File: src/rtl/bcd_sevenseg_scanner.sv
// rtl/bcd_sevenseg_scanner.sv - time-multiplexed BCD 7-segment scanner
// Snapshot of packed BCD digits, scanned one per refresh slot with guard and leading-zero blanking.
module bcd_sevenseg_scanner #(
  parameter int NUM_DIGITS  = 4,
  parameter int REFRESH_DIV = 50000,
  parameter int GUARD       = 16,
  parameter int ACTIVE_LOW  = 1,
  parameter int BLANK_LEAD  = 1
) (
  input  logic                    clk,
  input  logic                    reset,
  input  logic [4*NUM_DIGITS-1:0] digits_in,
  input  logic [NUM_DIGITS-1:0]   dp_in,
  input  logic                    load,
  output logic [6:0]              seg,
  output logic                    dp,
  output logic [NUM_DIGITS-1:0]   an,
  output logic                    scan_tick
);

  localparam int IW = (NUM_DIGITS > 2) ? $clog2(NUM_DIGITS) : 1;
  localparam int PW = $clog2(REFRESH_DIV);
  localparam logic [PW-1:0] LAST_P  = PW'(REFRESH_DIV - 1);
  localparam logic [PW-1:0] GUARD_P = PW'(GUARD);
  localparam logic [IW-1:0] LAST_I  = IW'(NUM_DIGITS - 1);
  localparam logic          POL     = (ACTIVE_LOW != 0);

  logic [4*NUM_DIGITS-1:0] r_snap;
  logic [NUM_DIGITS-1:0]   r_dps;
  logic [PW-1:0]           r_presc;
  logic [IW-1:0]           r_idx;
  logic [6:0]              r_seg;
  logic                    r_dp;
  logic [NUM_DIGITS-1:0]   r_an;
  logic                    r_tick;

  logic                    w_wrap;
  logic                    w_frame;
  logic [3:0]              w_digit;
  logic                    w_dpsel;
  logic                    w_blank;
  logic                    w_zero_run;
  logic [6:0]              w_seg_hi;
  logic                    w_dp_hi;
  logic [NUM_DIGITS-1:0]   w_an_hi;

  function automatic logic [6:0] f_decode(input logic [3:0] d);
    case (d)
      4'd0:    f_decode = 7'h3F;
      4'd1:    f_decode = 7'h06;
      4'd2:    f_decode = 7'h5B;
      4'd3:    f_decode = 7'h4F;
      4'd4:    f_decode = 7'h66;
      4'd5:    f_decode = 7'h6D;
      4'd6:    f_decode = 7'h7D;
      4'd7:    f_decode = 7'h07;
      4'd8:    f_decode = 7'h7F;
      4'd9:    f_decode = 7'h6F;
      default: f_decode = 7'h40;
    endcase
  endfunction

  assign w_wrap  = (r_presc == LAST_P);
  assign w_frame = w_wrap && (r_idx == LAST_I);

  // Walk from the most significant digit down so the zero run covers digits i..NUM_DIGITS-1.
  always_comb begin
    w_digit    = 4'd0;
    w_dpsel    = 1'b0;
    w_blank    = 1'b0;
    w_zero_run = 1'b1;
    for (int i = NUM_DIGITS - 1; i >= 0; i--) begin
      w_zero_run = w_zero_run & (r_snap[4*i +: 4] == 4'd0);
      if (r_idx == IW'(i)) begin
        w_digit = r_snap[4*i +: 4];
        w_dpsel = r_dps[i];
        w_blank = (BLANK_LEAD != 0) && (i != 0) && w_zero_run;
      end
    end
  end

  assign w_seg_hi = w_blank ? 7'h00 : f_decode(w_digit);
  assign w_dp_hi  = w_dpsel & ~w_blank;
  assign w_an_hi  = (r_presc < GUARD_P) ? '0 : (NUM_DIGITS'(1) << r_idx);

  always_ff @(posedge clk or posedge reset) begin
    if (reset) begin
      r_snap  <= '0;
      r_dps   <= '0;
      r_presc <= '0;
      r_idx   <= '0;
      r_tick  <= 1'b0;
      r_seg   <= {7{POL}};
      r_dp    <= POL;
      r_an    <= {NUM_DIGITS{POL}};
    end else begin
      if (load) begin
        r_snap <= digits_in;
        r_dps  <= dp_in;
      end
      if (w_wrap) begin
        r_presc <= '0;
        r_idx   <= (r_idx == LAST_I) ? '0 : r_idx + 1'b1;
      end else begin
        r_presc <= r_presc + 1'b1;
      end
      r_tick <= w_frame;
      r_seg  <= w_seg_hi ^ {7{POL}};
      r_dp   <= w_dp_hi ^ POL;
      r_an   <= w_an_hi ^ {NUM_DIGITS{POL}};
    end
  end

  assign seg       = r_seg;
  assign dp        = r_dp;
  assign an        = r_an;
  assign scan_tick = r_tick;

endmodule

File: config.mk
export PLATFORM = sky130hd
export DESIGN_NAME = bcd_sevenseg_scanner
export DESIGN_NICKNAME = d
export VERILOG_FILES = /design/src/rtl/bcd_sevenseg_scanner.sv
export SDC_FILE = /design/constraint.sdc
export NUM_CORES = 1
export LEC_CHECK = 0
export ABC_AREA = 0
export CAP_MARGIN = 15
export CORE_MARGIN = 2
export CORE_UTILIZATION = 35
export CTS_BUF_LIST = sky130_fd_sc_hd__clkbuf_4
export CTS_CLUSTER_SIZE = 20
export DETAILED_ROUTE_END_ITERATION = 12
export HOLD_SLACK_MARGIN = 0.06
export RECOVER_POWER = 100
export SLEW_MARGIN = 25
export SYNTH_ARGS = -nofsm -noshare
export SYNTH_HDL_FRONTEND = slang
export SYNTH_SLANG_ARGS = --single-unit
File: constraint.sdc
create_clock -name clk -period 1.89 [get_ports clk]
set_input_delay 0.567 -clock clk [delete_from_list [all_inputs] [get_ports clk]]
set_output_delay 0.567 -clock clk [all_outputs]
set_load 0.005 [all_outputs]
==> impl_metrics.ini <==
[clock_tree]
clkLatencyLatePin_ns = 0.37
clkTransAtPathRegs_ns = 0.14
cts_tree = done
root_buffer = clkbuf_4
htreeDepth = 2
cts_made_buffers = 5
clock_sinks = 51
clock_path_buffers = 2

[synth]
yosys-top-cells-count = 39 x dfrtp_1, 20 x mux2_2, 19 x nand2_1
ys_seq_area_frac = 0.527
synthDominantCellAreaShare = 0.398
ys.flop_type = dfrtp_1
postSynthAreaPerCell_um2 = 11.4
synth_nets = 247
synthArstFlopShare = 1.00
yosys-top-cells-area = dfrtp_1 40%, dfstp_2 13%, mux2_2 9.2%
synth-edff-count = 0
synth.distinct_cells = 46
synthCells = 214
yosys_warnings = 0
ys_ff_latch = 51
synth_most_common_cell = dfrtp_1
yosysTopAreaCell = dfrtp_1
synthesis.area_mm2 = 0.00245

[die]
ios = 36
start_util = 0.361
rows = 30
die_h_um = 87.7
design.die.area_mm2 = 0.00769
coreArea_mm2 = 0.00679
die_w_um = 87.7

[setup_path]
critPathArrivalTime_ns = 2.33
worstSetupStartpointType = flop
crit_path_top_delay_cell = dfrtp_1
endpoint_kind = flop
critPathMaxStageDelay_ns = 0.46
path_cells = inv_2 -> ha_4 -> nand2b_4 -> nor2_1 -> a221o_1 -> ha_2 -> mux2_4 -> a32oi_2
critPathMaxFanout = 5
path_class = flop to flop
critical_path_required_ns = 2.19

[placed_design]
port_buffers = 35
dp_slack_ns = -0.252
dp_hpwl_mm = 3.45
globalplace.congestion = 0.830

[grt]
grt_start_max_net_pins = 52
antenna_found_initial = 0
grt.total_usage = 0.143
grt_pass1_vias = 1837
overflow = 0
grt_pass1_wl_mm = 8.53

[detailed_routing]
drt-total-wl_mm = 4.95
ant_nets = 0
first_iter_violations = 30
drt_pass1_iterations = 4
wl_per_cell_um = 13.0
post-route-drc-count = 0
routed_via_density = 4.71
vias = 1788

[sta]
setup-violations-final = 7
skew_ns = 0.0117
setup_ws_ns = -0.136
layout_worst_path_cycle_share = 1.07
slew_viol_final = 0
rsz0062_at_grt = true
fmax_ghz = 0.494
hold-worst-slack_ns = 0.489
final-hold-violation-count = 0
slew_headroom = 0.174
period_needed_ns = 2.03
tightest_slew_ns = 1.24

[job]
maxCapViolCount = 0

[outcome]
violations = negative setup slack
outcome = complete, but fails checks

[final_layout]
drive_above_1_share = 0.352
fin_nets = 316
n_antenna_cell = 0
fillers = 619
syn2layout_area_growth_pct = 35.6

[power]
p_leak_uw = 0.00144
peakVddDrop_mv = 0.367
power_density_mw_per_mm2 = 641

[min_path]
hold_path_class = flop to flop
worst paths after layout:
kind / start / end / slack, ns / cells past startpoint
worst min-delay path: r_presc[0]$_DFF_PP0_ / r_presc[0]$_DFF_PP0_ / 0.49 / 1
max in group asynchronous: reset / r_snap[4]$_DFFE_PP0P_ / 0.11 / 3
worst max register to register: r_idx[1]$_DFFE_PP0N_ / seg[4]$_DFF_PP1_ / -0.14 / 8
worst min register to register: r_presc[0]$_DFF_PP0_ / r_presc[0]$_DFF_PP0_ / 0.49 / 1
min in group asynchronous: reset / r_dps[1]$_DFFE_PP0P_ / 1.03 / 3
worst max-delay path: r_idx[1]$_DFFE_PP0N_ / seg[4]$_DFF_PP1_ / -0.14 / 8
state kept, by name, indices dropped and copies added, names as in the netlist:
signal	count
r_presc	16
scan_tick	1
r_idx	2
r_dps	4
seg	7
an	4
r_snap	16
dp	1
timing repair:
action	CTS	global route
setup endpoints to repair	20	9
setup buffers	7	1
resized for setup	32	11
hold endpoints to repair	0	0
hold buffers	0	0
pin swaps	7	6
gates cloned	0	0
report_power, final:
part,total [uW],internal [uW],switching [uW]
combinational,305,178,127
clock,612,273,339
sequential,1210,1180,38.3
layout make-up:
type | count | area, um^2 | share of cell area
clock inverters | 3 | 38.8 | 0.0117
repair buffers | 68 | 593 | 0.178
clock buffers | 5 | 37.5 | 0.0113
inverters | 11 | 41.3 | 0.0124
multi-input cells | 146 | 1200 | 0.361
well taps | 96 | 120 | 0.0361
flip-flops and latches | 51 | 1290 | 0.389
critical path: cells and delay by family, from the launching register on:
kind	cells	cell delay, ns
simple gates	2	0.18
flops	1	0.46
fa+ha+maj	2	0.40
compound gates	2	0.52
buf+inv	1	0.13
mux	1	0.27
metal layers:
layer / up-vias / GRT usage / share of wire / routed length [um]
met3: 6 / 0.0434 / 0.038 / 186
met5: - / 0 / 0 / 0
li1: 889 / - / - / -
met1: 867 / 0.159 / 0.42 / 2100
met4: 0 / 0.0294 / 0.0085 / 42
met2: 26 / 0.267 / 0.53 / 2620
placed cells by master (no fill, tap or decap), types with 6 or more instances in the layout:
cell type,instances
nor2_1,14
inv_1,7
xor2_1,8
ha_1,6
buf_4,24
clkdlybuf4s50_1,21
dlygate4sd2_1,12
dfrtp_1,39
dfstp_2,12
nand2_1,18
nand3_1,9
clkbuf_4,6
mux2_2,20
metrics by stage:
stage	cells	utilization	instance area [um^2]	total power (uW)	TNS (ns)
after floorplan	214	-	2470	1380	-0.210
after global placement	364	0.459	3120	1530	-0.607
after detailed placement	364	0.459	3120	1540	-1.03
after CTS	379	0.489	3320	2170	-0.801
after global routing	380	0.489	3320	2250	-6.71
final	380	0.489	3320	2130	-0.713
cells by family after synthesis:
group                    Yosys count  share of synthesized area
XOR/XNOR                          13                     0.0465
AND/OR/NAND/NOR                   73                      0.152
buffers and inverters             17                     0.0281
flip-flops                        51                      0.527
adder cells (fa/ha/maj)           10                     0.0511
AO/OA/AOI/OAI                     29                     0.0975
multiplexers                      21                     0.0981
Power figures use the tool's default switching activity.
